[src/rtl/ram_req_sequencer_if.sv]
// ram_req_sequencer_if: host and memory signal bundle for ram_req_sequencer
//   host_*  : cartridge-side RAM host (address, active-low strobes, write data, refresh strobe, read data)
//   mem_*   : memory command channel (req/ack, read data return, refresh req/ack)
//   master  : the environment side (drives host pins and memory responses)
//   slave   : the sequencer side
interface ram_req_sequencer_if #(
    parameter int ADDR_WIDTH = 22
);
    logic [ADDR_WIDTH-1:0] host_addr;
    logic                  host_oe_n;
    logic                  host_we_n;
    logic [15:0]           host_din;
    logic                  host_din_size;
    logic                  host_rfsh_n;
    logic [15:0]           host_dout;
    logic                  mem_req;
    logic                  mem_we;
    logic [ADDR_WIDTH-1:0] mem_addr;
    logic [15:0]           mem_wdata;
    logic [1:0]            mem_be;
    logic                  mem_ack;
    logic                  mem_rvalid;
    logic [15:0]           mem_rdata;
    logic                  mem_rfsh_req;
    logic                  mem_rfsh_ack;

    modport master (
        output host_addr, host_oe_n, host_we_n, host_din, host_din_size, host_rfsh_n,
        output mem_ack, mem_rvalid, mem_rdata, mem_rfsh_ack,
        input  host_dout, mem_req, mem_we, mem_addr, mem_wdata, mem_be, mem_rfsh_req
    );

    modport slave (
        input  host_addr, host_oe_n, host_we_n, host_din, host_din_size, host_rfsh_n,
        input  mem_ack, mem_rvalid, mem_rdata, mem_rfsh_ack,
        output host_dout, mem_req, mem_we, mem_addr, mem_wdata, mem_be, mem_rfsh_req
    );
endinterface

[src/rtl/ram_req_sequencer.sv]
// ram_req_sequencer: turns MSX-style host RAM strobes into single memory commands plus refresh requests
//   clk  : system clock, rising edge
//   rst  : synchronous active-high reset
//   bus  : ram_req_sequencer_if.slave -- host strobes/address/data in, host_dout out,
//          mem_req/mem_we/mem_addr/mem_wdata/mem_be out with mem_ack, mem_rvalid/mem_rdata in,
//          mem_rfsh_req out with mem_rfsh_ack in
module ram_req_sequencer #(
    parameter int ADDR_WIDTH    = 22,
    parameter int RFSH_PEND_MAX = 3
) (
    input  logic               clk,
    input  logic               rst,
    ram_req_sequencer_if.slave bus
);
    localparam logic [2:0] PEND_MAX = 3'(RFSH_PEND_MAX);

    typedef enum logic [2:0] {IDLE, CMD, RDWAIT, HOLD, RFSH} state_t;

    state_t                state_q, state_d;
    logic                  oe_q, oe_p_q, we_q, we_p_q, rf_q, rf_p_q, size_q;
    logic [ADDR_WIDTH-1:0] addr_q, addr_p_q;
    logic [15:0]           din_q;
    logic                  pend_q, pend_we_q;
    logic [ADDR_WIDTH-1:0] pend_addr_q;
    logic [15:0]           pend_wdata_q;
    logic [1:0]            pend_be_q;
    logic                  mem_we_q;
    logic [ADDR_WIDTH-1:0] mem_addr_q;
    logic [15:0]           mem_wdata_q, dout_q;
    logic [1:0]            mem_be_q;
    logic [2:0]            cnt_q, cnt_d;
    logic                  wr_ev, rd_ev, acc_ev, rf_ev, rf_ack, start;
    logic [15:0]           cur_wdata;
    logic [1:0]            cur_be;

    // Edges come from two register stages so a pin edge reaches the FSM one cycle after it is registered.
    // A write edge wins over a simultaneous read edge.
    assign wr_ev     = we_p_q & ~we_q;
    assign rd_ev     = ~oe_q & (oe_p_q | (addr_q != addr_p_q));
    assign acc_ev    = wr_ev | rd_ev;
    assign rf_ev     = rf_p_q & ~rf_q;
    assign rf_ack    = (state_q == RFSH) && bus.mem_rfsh_ack;
    assign start     = ((state_q == IDLE) || (state_q == HOLD)) && (acc_ev || pend_q);
    assign cur_wdata = !wr_ev ? 16'h0000 : size_q ? din_q : {8'h00, din_q[7:0]};
    assign cur_be    = (wr_ev && !size_q) ? 2'b01 : 2'b11;
    assign cnt_d     = (rf_ev && !rf_ack && cnt_q != PEND_MAX) ? cnt_q + 3'd1 :
                       (rf_ack && !rf_ev) ? cnt_q - 3'd1 : cnt_q;

    always_ff @(posedge clk) begin
        state_q <= rst ? IDLE : state_d;
    end

    always_comb begin
        state_d = state_q;
        case (state_q)
            IDLE:    state_d = start ? CMD : (cnt_q != 3'd0) ? RFSH : IDLE;
            CMD:     state_d = !bus.mem_ack ? CMD : mem_we_q ? HOLD : RDWAIT;
            RDWAIT:  state_d = bus.mem_rvalid ? HOLD : RDWAIT;
            HOLD:    state_d = start ? CMD : (oe_q && we_q) ? IDLE : HOLD;
            RFSH:    state_d = rf_ack ? IDLE : RFSH;
            default: state_d = IDLE;
        endcase
    end

    always_comb begin
        bus.mem_req      = state_q == CMD;
        bus.mem_rfsh_req = state_q == RFSH;
    end

    assign bus.mem_we    = mem_we_q;
    assign bus.mem_addr  = mem_addr_q;
    assign bus.mem_wdata = mem_wdata_q;
    assign bus.mem_be    = mem_be_q;
    assign bus.host_dout = dout_q;

    always_ff @(posedge clk) begin
        if (rst) begin
            {oe_q, oe_p_q, we_q, we_p_q, rf_q, rf_p_q} <= 6'b111111;
            size_q       <= 1'b0;
            addr_q       <= '0;
            addr_p_q     <= '0;
            din_q        <= '0;
            pend_q       <= 1'b0;
            pend_we_q    <= 1'b0;
            pend_addr_q  <= '0;
            pend_wdata_q <= '0;
            pend_be_q    <= '0;
            mem_we_q     <= 1'b0;
            mem_addr_q   <= '0;
            mem_wdata_q  <= '0;
            mem_be_q     <= '0;
            dout_q       <= '0;
            cnt_q        <= '0;
        end else begin
            oe_q     <= bus.host_oe_n;
            oe_p_q   <= oe_q;
            we_q     <= bus.host_we_n;
            we_p_q   <= we_q;
            rf_q     <= bus.host_rfsh_n;
            rf_p_q   <= rf_q;
            addr_q   <= bus.host_addr;
            addr_p_q <= addr_q;
            din_q    <= bus.host_din;
            size_q   <= bus.host_din_size;
            cnt_q    <= cnt_d;
            // A fresh edge beats whatever was pending; otherwise an edge seen while busy is parked.
            if (start) begin
                mem_we_q    <= acc_ev ? wr_ev : pend_we_q;
                mem_addr_q  <= acc_ev ? addr_q : pend_addr_q;
                mem_wdata_q <= acc_ev ? cur_wdata : pend_wdata_q;
                mem_be_q    <= acc_ev ? cur_be : pend_be_q;
                pend_q      <= 1'b0;
            end else if (acc_ev) begin
                pend_q       <= 1'b1;
                pend_we_q    <= wr_ev;
                pend_addr_q  <= addr_q;
                pend_wdata_q <= cur_wdata;
                pend_be_q    <= cur_be;
            end
            if (state_q == RDWAIT && bus.mem_rvalid)
                dout_q <= bus.mem_rdata;
        end
    end
endmodule

[src/flat_wrapper.sv]
// flat-port wrapper written by rule: the top's interface ports become plain ports
module ram_req_sequencer_flat 
#(
    parameter int ADDR_WIDTH    = 22,
    parameter int RFSH_PEND_MAX = 3
)
  (clk, rst, bus_host_addr, bus_host_oe_n, bus_host_we_n, bus_host_din, bus_host_din_size, bus_host_rfsh_n, bus_mem_ack, bus_mem_rvalid, bus_mem_rdata, bus_mem_rfsh_ack, bus_host_dout, bus_mem_req, bus_mem_we, bus_mem_addr, bus_mem_wdata, bus_mem_be, bus_mem_rfsh_req);
  ram_req_sequencer_if #(.ADDR_WIDTH(ADDR_WIDTH)) bus_i ();
  input  logic clk;
  input  logic rst;
  input wire logic [$bits(bus_i.host_addr)-1:0] bus_host_addr;
  input wire logic [$bits(bus_i.host_oe_n)-1:0] bus_host_oe_n;
  input wire logic [$bits(bus_i.host_we_n)-1:0] bus_host_we_n;
  input wire logic [$bits(bus_i.host_din)-1:0] bus_host_din;
  input wire logic [$bits(bus_i.host_din_size)-1:0] bus_host_din_size;
  input wire logic [$bits(bus_i.host_rfsh_n)-1:0] bus_host_rfsh_n;
  input wire logic [$bits(bus_i.mem_ack)-1:0] bus_mem_ack;
  input wire logic [$bits(bus_i.mem_rvalid)-1:0] bus_mem_rvalid;
  input wire logic [$bits(bus_i.mem_rdata)-1:0] bus_mem_rdata;
  input wire logic [$bits(bus_i.mem_rfsh_ack)-1:0] bus_mem_rfsh_ack;
  output wire logic [$bits(bus_i.host_dout)-1:0] bus_host_dout;
  output wire logic [$bits(bus_i.mem_req)-1:0] bus_mem_req;
  output wire logic [$bits(bus_i.mem_we)-1:0] bus_mem_we;
  output wire logic [$bits(bus_i.mem_addr)-1:0] bus_mem_addr;
  output wire logic [$bits(bus_i.mem_wdata)-1:0] bus_mem_wdata;
  output wire logic [$bits(bus_i.mem_be)-1:0] bus_mem_be;
  output wire logic [$bits(bus_i.mem_rfsh_req)-1:0] bus_mem_rfsh_req;
  assign bus_i.host_addr = bus_host_addr;
  assign bus_i.host_oe_n = bus_host_oe_n;
  assign bus_i.host_we_n = bus_host_we_n;
  assign bus_i.host_din = bus_host_din;
  assign bus_i.host_din_size = bus_host_din_size;
  assign bus_i.host_rfsh_n = bus_host_rfsh_n;
  assign bus_i.mem_ack = bus_mem_ack;
  assign bus_i.mem_rvalid = bus_mem_rvalid;
  assign bus_i.mem_rdata = bus_mem_rdata;
  assign bus_i.mem_rfsh_ack = bus_mem_rfsh_ack;
  assign bus_host_dout = bus_i.host_dout;
  assign bus_mem_req = bus_i.mem_req;
  assign bus_mem_we = bus_i.mem_we;
  assign bus_mem_addr = bus_i.mem_addr;
  assign bus_mem_wdata = bus_i.mem_wdata;
  assign bus_mem_be = bus_i.mem_be;
  assign bus_mem_rfsh_req = bus_i.mem_rfsh_req;
  ram_req_sequencer #(.ADDR_WIDTH(ADDR_WIDTH), .RFSH_PEND_MAX(RFSH_PEND_MAX)) u_core (.clk(clk), .rst(rst), .bus(bus_i));
endmodule
[config.mk]
export PLATFORM = sky130hd
export DESIGN_NAME = ram_req_sequencer_flat
export DESIGN_NICKNAME = d
export VERILOG_FILES = /design/src/rtl/ram_req_sequencer_if.sv /design/src/rtl/ram_req_sequencer.sv /design/src/flat_wrapper.sv
export SDC_FILE = /design/constraint.sdc
export NUM_CORES = 1
export LEC_CHECK = 0
export CAP_MARGIN = 40
export CELL_PAD_IN_SITES_DETAIL_PLACEMENT = 1
export CELL_PAD_IN_SITES_GLOBAL_PLACEMENT = 2
export CORE_UTILIZATION = 31
export DETAILED_ROUTE_END_ITERATION = 7
export GPL_ROUTABILITY_DRIVEN = 0
export PLACE_DENSITY_LB_ADDON = 0.1
export SYNTH_ARGS = -nofsm -noshare
export SYNTH_HDL_FRONTEND = slang
export SYNTH_SLANG_ARGS = --single-unit
export TNS_END_PERCENT = 1
[constraint.sdc]
create_clock -name clk -period 3.7 [get_ports clk]
set_clock_uncertainty 0.15 [all_clocks]
set_input_delay 0.555 -clock clk [delete_from_list [all_inputs] [get_ports clk]]
set_output_delay 0.555 -clock clk [all_outputs]
set_load 0.02 [all_outputs]
[Word-level counts from Yosys, hierarchy flattened]
Cells that the tools add are included.
Operators by class
  add/subtract/negate cells: 2
  multiply operators: 0
  div/mod/pow operators: 0
  $lt $le $gt $ge: 0
  equality and inequality tests: 6
  shift operators: 0
  mux-type cells: 18
  bitwise gates (word level): 8
  reduce and logical (&&, ||, !) cells: 17
Operators with widths (number)
  $mux W16: 3
  $mux W22: 1
  $ne A22 B22 Y1: 1
  $mux W3: 7
  $pmux W3 S5: 1
  $logic_and A1 B1 Y1: 8
  $eq A3 B2 Y1 const B: 2
  $mux W2: 3
  $add A3 B1 Y3 const B: 1
  $and A1 B1 Y1: 3
  $eq A3 B1 Y1 const B: 1
  $eq A3 B3 Y1 const B: 1
  $logic_not A1 Y1: 3
  $logic_not A3 Y1: 1
  $mux W1: 3
  $ne A3 B2 Y1 const B: 1
  $not A1 Y1: 3
  $reduce_bool A3 Y1: 1
  $sub A3 B1 Y3 const B: 1
  $logic_or A1 B1 Y1: 2
  $or A1 B1 Y1: 2
  $reduce_bool A2 Y1: 1
  $reduce_or A2 Y1: 1
Word-level totals
  register bits: 172
  latch bits: 0
  RAM bits: 0
  memory bits (read-only): 0
  input bits: 63
  output and inout port bits: 59
  word-level logic and storage cells: 73
  memories: 0

[Logic depth before layout (Yosys ltp)]
Gate-level depths: netlist of the first run.
  depth after elaboration: 8
  gate-level depth with buffers: 7
  gate-level depth less buffers: 7

[Worst setup path after synthesis of the first run]
Ideal clock, no wire load.
  kind: reg2reg
  from: register u_core.addr_q[17]
  to: register u_core.pend_addr_q[0]
  library setup time: 123 ps
  arrival: 2460 ps
  data required time: 3427 ps
  setup slack: 966 ps
  stages on the path, launching flop included: 8
  path buffers: 1
  clock period less this slack: 2734 ps
  cells stage by stage: dfxtp_1 xor2_1 or4_1 or4_1 o31ai_4 nor2_1 buf_2 mux2_1
On the way
  longest elaborated chain between the ends: 6
  elaborated cells between the ends (all ways): 7
  classes of those cells: eq/ne (1); mux (1); bitwise (3); reduce/logical (2)
RTL lines
  from (decl): line ram_req_sequencer.sv:21  | logic [ADDR_WIDTH-1:0] addr_q, addr_p_q;
  from (signal assigned): line ram_req_sequencer.sv:101  | addr_q <= bus.host_addr;
  $ne A22 B22 Y1 (*): line ram_req_sequencer.sv:39  | assign rd_ev = ~oe_q & (oe_p_q | (addr_q != addr_p_q));
  $or A1 B1 Y1 (*): line ram_req_sequencer.sv:39
  $and A1 B1 Y1 (*): line ram_req_sequencer.sv:39
  $or A1 B1 Y1 (*): line ram_req_sequencer.sv:40  | assign acc_ev = wr_ev | rd_ev;
  $logic_or A1 B1 Y1: line ram_req_sequencer.sv:43  | assign start = ((state_q == IDLE) || (state_q == HOLD)) && (acc_ev || pend_q);
  $logic_and A1 B1 Y1: line ram_req_sequencer.sv:43
  to (signal assigned): line ram_req_sequencer.sv:116  | pend_addr_q <= addr_q;
  to (decl): line ram_req_sequencer.sv:24  | logic [ADDR_WIDTH-1:0] pend_addr_q;
Every way passes the cells marked *; elsewhere a longest branch is shown, timed or not.
A chain may end at the register's enable or synchronous reset.

[Worst setup path in the final report of the first run]
  from: register u_core.addr_q[17]
  to: register u_core.mem_addr_q[11], in the netlist u_core.bus.mem_addr[11]
On the way
  longest elaborated chain between the ends: 6
  elaborated cells between the ends (all ways): 7
  classes of those cells: eq/ne (1); mux (1); bitwise (3); reduce/logical (2)
RTL lines
  $ne A22 B22 Y1 (*): line ram_req_sequencer.sv:39
  $or A1 B1 Y1 (*): line ram_req_sequencer.sv:39
  $and A1 B1 Y1 (*): line ram_req_sequencer.sv:39
  $or A1 B1 Y1 (*): line ram_req_sequencer.sv:40
  $logic_or A1 B1 Y1: line ram_req_sequencer.sv:43
  $logic_and A1 B1 Y1: line ram_req_sequencer.sv:43
  to (signal assigned): line ram_req_sequencer.sv:109  | mem_addr_q <= acc_ev ? addr_q : pend_addr_q;
  to (decl): line ram_req_sequencer.sv:28  | logic [ADDR_WIDTH-1:0] mem_addr_q;
Marks and branches as above.

==> run metrics, run 1 <==
status finished, final reports clean; flop and latch count out of synthesis 172; post-DR wirelength/cell 15.9 um; number of flops mapped to enable cells by yosys 0; clk buf depth 2; global-route wire length before repair 27.5 mm; Yosys top cell area share 0.544; synth unique cells 40; clk sinks 172; Vias 5042; row count 51; max-cap violations 0; total congestion overflow 0; DIE AREA 21000 sq um; Async S/R FF share, synth 0; filler instances 2210; Syn Inst Count 679; Core ar. 19700 sq um; post-CTS sizing 0; Register Area 3440 sq um; IO buf count 121; Final Instance Count excl. Fillers 1059; Setup Buffers After CTS 0; gr usage total 0.165; crit start category flop; critical path type reg2reg; Total Nets Final 847; Tcrit/Tclk final 0.782; Max Slew Vio Count 0; Initial Utilization 0.321; placed cell count 1029; Die H 145 um; Max Clock Freq 0.346 GHz; final worst-path setup slack 807 ps; htree depth 4; Slew @ Worst Pin 877 ps; sequential share of the synthesized area 0.544; CTS buffer count 17; routed wire length 16.8 mm; CTS tree built; vias in the first global route 5448; Final Hold Viols 0; Post-CTS Hold Fix Bufs 0; Post-Syn Area 6330 sq um; antenna violations before repair 0; Max VDD drop 0.297 mV; First-pass DRT Iterations 4; Crit Path Max Fanout 37; setup_tns 0 ps; top cells by area, synth dfxtp_1 54%, nor2b_1 8.5%, nand2_1 4.8%, o21ai_0 4.1%, mux2_1 3.7%; hold slack 299 ps; Reg2Reg Setup Slack 810 ps; CP arrival 3080 ps; most frequent cells in the layout 172 x dfxtp_1, 120 x clkdlybuf4s50_1, 85 x nor2b_1; CTS root buf clkbuf_16; syn nets 743; die extent in x 145 um; final setup vio count 0; PD cells 591 nW/um^2; CP required 3880 ps; Critical Path Sink Type flop; initial DRC count 140; area occupied by multi-input gates 2700 sq um; Synth Warn # 0; Final Critical Period 2890 ps; clk slew on worst S/H paths 60 ps; diode count 0; Rel. slew slack 0.412; post-synth top area cell dfxtp_1; DP HPWL 11.5 mm; Tightest Hold Check Type reg2reg; P_leak 3.06 nW; Layout Area Growth over Synthesis 32.9%; pin count of the biggest net entering global routing 41; Mapped Avg Cell Area 9.32 sq um; Skew-Pair Late Insertion Delay 420 ps; Antenna Nets Post-Route 0; I/O pin count 122; layout cell share with drive strength beyond 1 0.0668; pre-CTS setup slack 786 ps; leading cell type in the layout, fill and taps excluded dfxtp_1; top_reg_cell synth dfxtp_1; vias per inst 4.76; DRC 0; RSZ-0062 raised after global routing false
-- cells by family (layout without fill, tap and decap cells) --
kind of cell               after synthesis  after routing  synth area share
AOI/OAI and AO/OA                      140            140             0.135
xor gates and xnor gates                24             24            0.0332
adders and majority gates                1              1           0.00316
buffers and inverters                   56            171            0.0342
DFF                                    172            172             0.544
muxes                                   24             24            0.0423
and+or+nand+nor                        262            262             0.208
-- path summary, 6_finish.rpt --
| check | startpoint | cells past startpoint | to |
|---|---|---|---|
| worst min-delay path | u_core.rf_q | 2 | u_core.rf_p_q |
| worst min register to register | u_core.rf_q | 2 | u_core.rf_p_q |
| worst max-delay path | u_core.addr_q[17] | 7 | u_core.bus.mem_addr[11] |
| worst max register to register | u_core.addr_q[17] | 7 | u_core.bus.mem_addr[11] |
-- critical path: stages (launching register included) --
cell and delay, ps:
dfxtp_1 330, xor2_1 140, or4_1 520, or4_1 590, o31ai_4 300, buf_4 430
nor3_1 110, a211oi_1 230
-- synth_stat cells, types with 3 or more instances --
master and number:
dfxtp_1 172, nand4_1 5, a31oi_1 17, mux2_1 21
nand3_1 10, nor2b_1 86, xor2_1 3, nor2_1 34
buf_1 3, clkbuf_1 42, a211oi_1 25, inv_1 6
nand2_1 81, xnor2_1 21, o21ai_0 52, buf_2 5
a21oi_1 30, o32ai_1 8, or2_2 5, nor3_1 26
-- layer usage --
layer | GRT usage | share of wire | vias up | wire length, um
met5 | 0 | 0 | - | 0
met4 | 0.0596 | 0.014 | 0 | 238
met3 | 0.0355 | 0.032 | 17 | 535
met2 | 0.282 | 0.49 | 87 | 8210
met1 | 0.203 | 0.47 | 2425 | 7830
li1 | - | - | 2513 | -
-- registers in the layout, indices dropped and copies added, names as in the netlist --
name and cells:
u_core.din_q 16, u_core.pend_wdata_q 16, u_core.we_q 1, u_core.oe_q 1
u_core.bus.mem_be 2, u_core.oe_p_q 1, u_core.we_p_q 1, u_core.bus.mem_we 1
u_core.size_q 1, u_core.pend_be_q 2, u_core.rf_q 1, u_core.cnt_q 3
u_core.state_q 3, u_core.bus.host_dout 16, u_core.addr_q 22, u_core.pend_q 1
u_core.addr_p_q 22, u_core.rf_p_q 1, u_core.pend_we_q 1, u_core.bus.mem_addr 22
u_core.bus.mem_wdata 16, u_core.pend_addr_q 22
-- final cells by class --
| class | count | share of cell area |
|---|---|---|
| sequential | 172 | 0.409 |
| tap | 265 | 0.0394 |
| clock buffer | 25 | 0.0601 |
| multi-input combinational | 451 | 0.320 |
| timing repair buffer | 135 | 0.158 |
| inverter | 6 | 0.00268 |
| clock inverter | 5 | 0.00981 |
-- report_power, final --
| group | switching (mW) | total (mW) | internal [mW] |
|---|---|---|---|
| logic | 0.589 | 1.04 | 0.456 |
| registers | 0.119 | 2.15 | 2.03 |
| clock network | 0.701 | 1.78 | 1.08 |
-- per-stage QoR --
step	area, sq um	power [mW]	utilization
floorplan	6330	2.74	-
global placement	7790	3.21	0.395
detailed placement	7830	3.26	0.397
CTS	8420	5.05	0.427
global route	8420	5.22	0.427
finish	8420	4.98	0.427
Note: power is estimated with default switching activity, not from simulation.
==> run 2: changes to the inputs <==
clock period = 2.82 ns   (was 3.7 ns; I/O delays follow)
==> run 2 against run 1 <==
Clock power is 31% higher. Combinational power rose by 42%. Core utilization up 1.3 points. Cell area rose by 3.1%. Sequential share of layout area shrank 1.2 points. Routed wire length grew 5.8%. Die area is the same.
==> run metrics, run 2 (synthesized netlist as in run 1, its figures left out) <==
RSZ-0062 raised after global routing false; Skew-Pair Late Insertion Delay 430 ps (about the same); Hold Path Origin rst; Final Hold Viols 0 (unchanged); Final Critical Period 2690 ps (-199 ps); PD cells 764 nW/um^2 (+29%); share of total power in sequential cells 0.425 (-0.008); Post-CTS Hold Fix Bufs 0 (unchanged); gr usage total 0.169 (+0.00396); pre-CTS setup slack -39.0 ps (-825 ps); max-cap violations 0 (unchanged); antenna violations before repair 0 (unchanged); Slew @ Worst Pin 675 ps (-201 ps); post-DR wirelength/cell 16.5 um (+4.0%); CTS root buf clkbuf_16; CP arrival 2850 ps (-230 ps); Clock Power Share 0.352 (-0.006); DIE AREA 21000 sq um (unchanged); CTS tree built; initial DRC count 174 (+24%); Die H 145 um (unchanged); Final Instance Count excl. Fillers 1077 (+1.7%); Worst R2R Start u_core.addr_q[17]; vias per inst 4.84 (+1.7%); Tcrit/Tclk final 0.955 (+0.173); final setup vio count 0 (unchanged); placed cell count 1039 (+0.97%); Register Area 3440 sq um (unchanged); Reg2Reg Setup Slack 130 ps (-680 ps); layout cell share with drive strength beyond 1 0.0936 (+0.0268); I/O pin count 122 (unchanged); filler instances 2195 (-0.68%); DRC 0 (unchanged); P_leak 3.18 nW (+4.2%); Tightest Hold Check Type in2reg; critical path type reg2reg; vias in the first global route 5508 (+1.1%); area occupied by multi-input gates 2710 sq um (+0.28%); setup_tns 0 ps (unchanged); Layout Area Growth over Synthesis 37.0%; Int Pwr 4.65 mW (+30%); WHS Path Cells 2 (unchanged); htree depth 4 (unchanged); Crit Path Max Fanout 25 (-32%); Max VDD drop 0.483 mV (+63%); Total Nets Final 863 (+1.9%); routed wire length 17.8 mm (+5.8%); row count 51 (unchanged); die extent in x 145 um (unchanged); Sw Ratio 0.298 (+0.0151); DP HPWL 11.8 mm (+2.6%); combinational share of power 0.223 (+0.013); r2r worst-path depth 8 (+1); CP required 2970 ps (-910 ps); sw power 1.98 mW (+40%); Reg-to-Reg End u_core.pend_addr_q[11]; Max Clock Freq 0.371 GHz (+7.4%); Antenna Nets Post-Route 0 (unchanged); WHS Endpoint u_core.addr_q[3]; total congestion overflow 0 (unchanged); clk sinks 172 (unchanged); Max Slew Vio Count 0 (unchanged); leading cell type in the layout, fill and taps excluded dfxtp_1; Vias 5216 (+3.5%); Post-DP Area 7940 sq um (+1.4%); clk buf depth 2 (unchanged); diode count 0 (unchanged); pin count of the biggest net entering global routing 34 (-17%); IO buf count 121 (unchanged); status finished, final reports clean; clk slew on worst S/H paths 70 ps (about the same); most frequent cells in the layout 172 x dfxtp_1, 120 x clkdlybuf4s50_1, 85 x nor2b_1; Core ar. 19700 sq um (unchanged); Initial Utilization 0.321 (unchanged); design area 8680 sq um (+3.1%); Critical Path Sink Type flop; Design Power 6.63 mW (+33%); Rel. slew slack 0.548 (+0.136); First-pass DRT Iterations 4 (unchanged); global-route wire length before repair 28.2 mm (+2.5%); crit start category flop; CTS buffer count 17 (unchanged); final worst-path setup slack 126 ps (-681 ps)
-- run 2: cell types whose count changed in the layout (fill, tap and decap cells not counted), moves of 3 or more --
cell and change:
buf_12 +5, buf_4 +7, clkbuf_1 -3, clkbuf_16 +3, clkbuf_8 -5, inv_6 +4
-- run 2: timing repair --
item,CTS,global route
endpoints found under the setup margin,12,46
gates resized for setup,2,4
gates cloned,0,3
pin swaps,0,10
buffers inserted,0,3
-- run 2: how the worst max path moves through the flow --
stage,slack (ps),endpoint,startpoint,cells past startpoint
2_1_floorplan,90,u_core.pend_addr_q[0],u_core.addr_q[17],7
3_3_place_gp,60,u_core.bus.mem_addr[17],u_core.addr_q[17],7
3_5_place_dp,-40,u_core.bus.mem_addr[11],u_core.addr_q[17],7
4_1_cts,20,u_core.bus.mem_addr[10],u_core.addr_q[17],8
5_1_grt,60,u_core.pend_addr_q[14],u_core.addr_q[17],8
6_report,130,u_core.pend_addr_q[11],u_core.addr_q[17],8
-- run 2: cell type report --
class                           instances  share of cell area
Sequential cell                       172               0.397
Multi-Input combinational cell        451               0.312
Timing Repair Buffer                  151               0.183
Clock buffer                           17              0.0490
Tap cell                              265              0.0382
Clock inverter                         15              0.0187
Inverter                                6             0.00260
-- run 2: layer usage --
layer / global-route usage / share of wire / vias up
li1: - / - / 2547
met1: 0.204 / 0.46 / 2570
met2: 0.298 / 0.50 / 87
met3: 0.0371 / 0.035 / 12
met4: 0.0511 / 0.010 / 0
met5: 0 / 0 / -
-- run 2: power groups by stage --
stage	clock (mW)	combinational [mW]	sequential, mW
6_report	2.33	1.48	2.82
5_1_grt	2.50	1.60	2.85
4_1_cts	2.39	1.45	2.82
3_5_place_dp	0	1.44	2.87
3_3_place_gp	0	1.37	2.87
2_1_floorplan	0	0.597	3.00
-- run 2: metrics by stage --
stage	hold slack, ps	util
after floorplan	254	-
after global placement	277	0.400
after detailed placement	279	0.403
after CTS	237	0.433
after global routing	264	0.440
final	245	0.440
-- run 2: critical path, stage by stage, from the launching register on --
cell and delay (ps):
dfxtp_1 330, xor2_1 140, or4_4 510, or4_4 450, o31ai_4 270, buf_12 160
nor2_4 40, buf_12 170, mux2_1 320
==> run 3: changes to the inputs <==
--- a/config.mk
+++ b/config.mk
@@ -13,4 +13,5 @@
 export GPL_ROUTABILITY_DRIVEN = 0
 export PLACE_DENSITY_LB_ADDON = 0.1
+export RECOVER_POWER = 25
 export SYNTH_ARGS = -nofsm -noshare
 export SYNTH_HDL_FRONTEND = slang
==> constraint.sdc (replaced) <==
create_clock -name clk -period 2.82 [get_ports clk]
set_clock_uncertainty 0.15 [all_clocks]
set_input_delay 0.282 -clock clk [delete_from_list [all_inputs] [get_ports clk]]
set_output_delay 0.282 -clock clk [all_outputs]
set_load 0.02 [all_outputs]
==> run 3 against run 2 <==
Combinational power is essentially flat. Total power grew 0.32%. Register-to-register slack is essentially flat. Cell count shrank 0.28%. Core utilization shrank 0.40 points. Critical path depth is the same. Non-clock buffer count shrank 3. First-iteration DRC count grew 13%. Critical path type unchanged. Critical endpoint is now u_core.bus.mem_addr[10]. Largest power group unchanged.
==> run metrics, run 3 (synthesized netlist as in run 1, its figures left out) <==
First-pass DRT Iterations 4 (unchanged); Tcrit/Tclk final 0.950 (-0.00526); Reg2Reg Setup Slack 140 ps (about the same); Vias 5212 (-0.077%); crit start category flop; initial DRC count 197 (+13%); DRC 0 (unchanged); WHS Endpoint u_core.din_q[9]; Reg-to-Reg End u_core.bus.mem_addr[10]; Max Clock Freq 0.373 GHz (+0.55%); RSZ-0062 raised after global routing false; setup_tns 0 ps (unchanged); leading cell type in the layout, fill and taps excluded dfxtp_1; Critical Path Sink Type flop; diode count 0 (unchanged); final setup vio count 0 (unchanged); I/O pin count 122 (unchanged); Rel. slew slack 0.0836 (-0.465); Hold Path Origin bus_host_din[9]; total congestion overflow 0 (unchanged); final worst-path setup slack 141 ps (+14.8 ps); PD cells 774 nW/um^2 (+1.2%); htree depth 4 (unchanged); Layout Area Growth over Synthesis 35.8%; Final Critical Period 2680 ps (-14.8 ps); die extent in x 145 um (unchanged); clk buf depth 2 (unchanged); vias in the first global route 5541 (+0.60%); DP HPWL 11.8 mm (+0.65%); CP required 3010 ps (+40 ps); Crit Path Max Fanout 9 (-64%); metal3 WL 644 um (+3.4%); Antenna Nets Post-Route 0 (unchanged); met2 wire length 8.93 mm (+0.70%); pin count of the biggest net entering global routing 34 (unchanged); most frequent cells in the layout 171 x dfxtp_1, 119 x clkdlybuf4s50_1, 85 x nor2b_1; DIE AREA 21000 sq um (unchanged); CTS buffer count 17 (unchanged); Max Slew Vio Count 0 (unchanged); gr usage total 0.174 (+0.00511); Core ar. 19700 sq um (unchanged); global-route wire length before repair 28.9 mm (+2.3%); Skew-Pair Late Insertion Delay 430 ps (about the same); max-cap violations 0 (unchanged); row count 51 (unchanged); Tightest Hold Check Type in2reg; hold slack 245 ps (+0.679 ps); M1 WL 7.88 mm (-2.8%); uppermost layer routed met4; vias per inst 4.85 (+0.20%); P_leak 3.14 nW (-1.3%); CP arrival 2870 ps (+20 ps); IO buf count 121 (unchanged); Max VDD drop 0.389 mV (-20%); status finished, final reports clean; routed wire length 17.7 mm (-0.66%); Worst R2R Start u_core.addr_q[17]; layout cell share with drive strength beyond 1 0.0841 (-0.00954); WHS Path Cells 2 (unchanged); CTS root buf clkbuf_16; Slew @ Worst Pin 1370 ps (+699 ps); critical path type reg2reg; r2r worst-path depth 8 (unchanged); Design Power 6.65 mW (+0.32%); pre-CTS setup slack -35.7 ps (+3.36 ps); clk slew on worst S/H paths 70 ps (about the same); clk sinks 172 (unchanged); Initial Utilization 0.321 (unchanged); antenna violations before repair 0 (unchanged); post-DR wirelength/cell 16.5 um (-0.39%); CTS tree built; Final Hold Viols 0 (unchanged); Die H 145 um (unchanged); Total Nets Final 860 (-0.35%)
[run 3: how the worst max path moves through the flow]
stage	slack (ps)	depth (start not counted)	start	endpoint
finish	140	8	u_core.addr_q[17]	u_core.bus.mem_addr[10]
global route	30	4	rst	u_core.pend_addr_q[4]
CTS	-20	8	u_core.addr_q[17]	u_core.bus.mem_addr[10]
detailed placement	-40	7	u_core.addr_q[17]	u_core.bus.mem_addr[16]
global placement	70	7	u_core.addr_q[17]	u_core.bus.mem_addr[0]
floorplan	90	7	u_core.addr_q[17]	u_core.pend_addr_q[0]
[run 3: area by class of cell]
class | instances | area (sq um)
multi-input cells | 451 | 2710
clock buffers | 18 | 439
fillers | 2188 | 11100
repair buffers | 148 | 1500
inverters | 6 | 22.5
clock inverters | 14 | 156
flip-flops and latches | 172 | 3440
well taps | 265 | 332
[run 3: power breakdown]
part,internal [mW],switching (mW)
Sequential,2.67,0.148
Clock,1.34,1.04
Combinational,0.650,0.806
Total,4.66,1.99
[run 3: what timing repair did]
item / CTS / global route
hold buffers: 0 / 0
resized for setup: 1 / 6
setup endpoints to repair: 14 / 53
pin swaps: 0 / 5
buffers inserted: 0 / 1
gates cloned: 0 / 2
[run 3: worst max-delay path, cell delays in order, from the launching register on]
cell      delay [ps]
dfxtp_2          330
xor2_1           140
or4_4            510
or4_4            450
o31ai_4          380
buf_6            200
buf_12           140
nor3_1            60
a211oi_1         230
[run 3: metal layers]
metal	GRT usage	up-vias
met5	0	-
met4	0.0505	0
met3	0.0484	19
met2	0.304	106
met1	0.207	2552
li1	-	2535
[run 3: stage by stage]
stage / instance area, sq um / cells / utilization
after floorplan: 6330 / 679 / -
after global placement: 7890 / 1037 / 0.400
after detailed placement: 7940 / 1039 / 0.403
after CTS: 8540 / 1071 / 0.433
after global routing: 8600 / 1074 / 0.436
final: 8600 / 1074 / 0.436
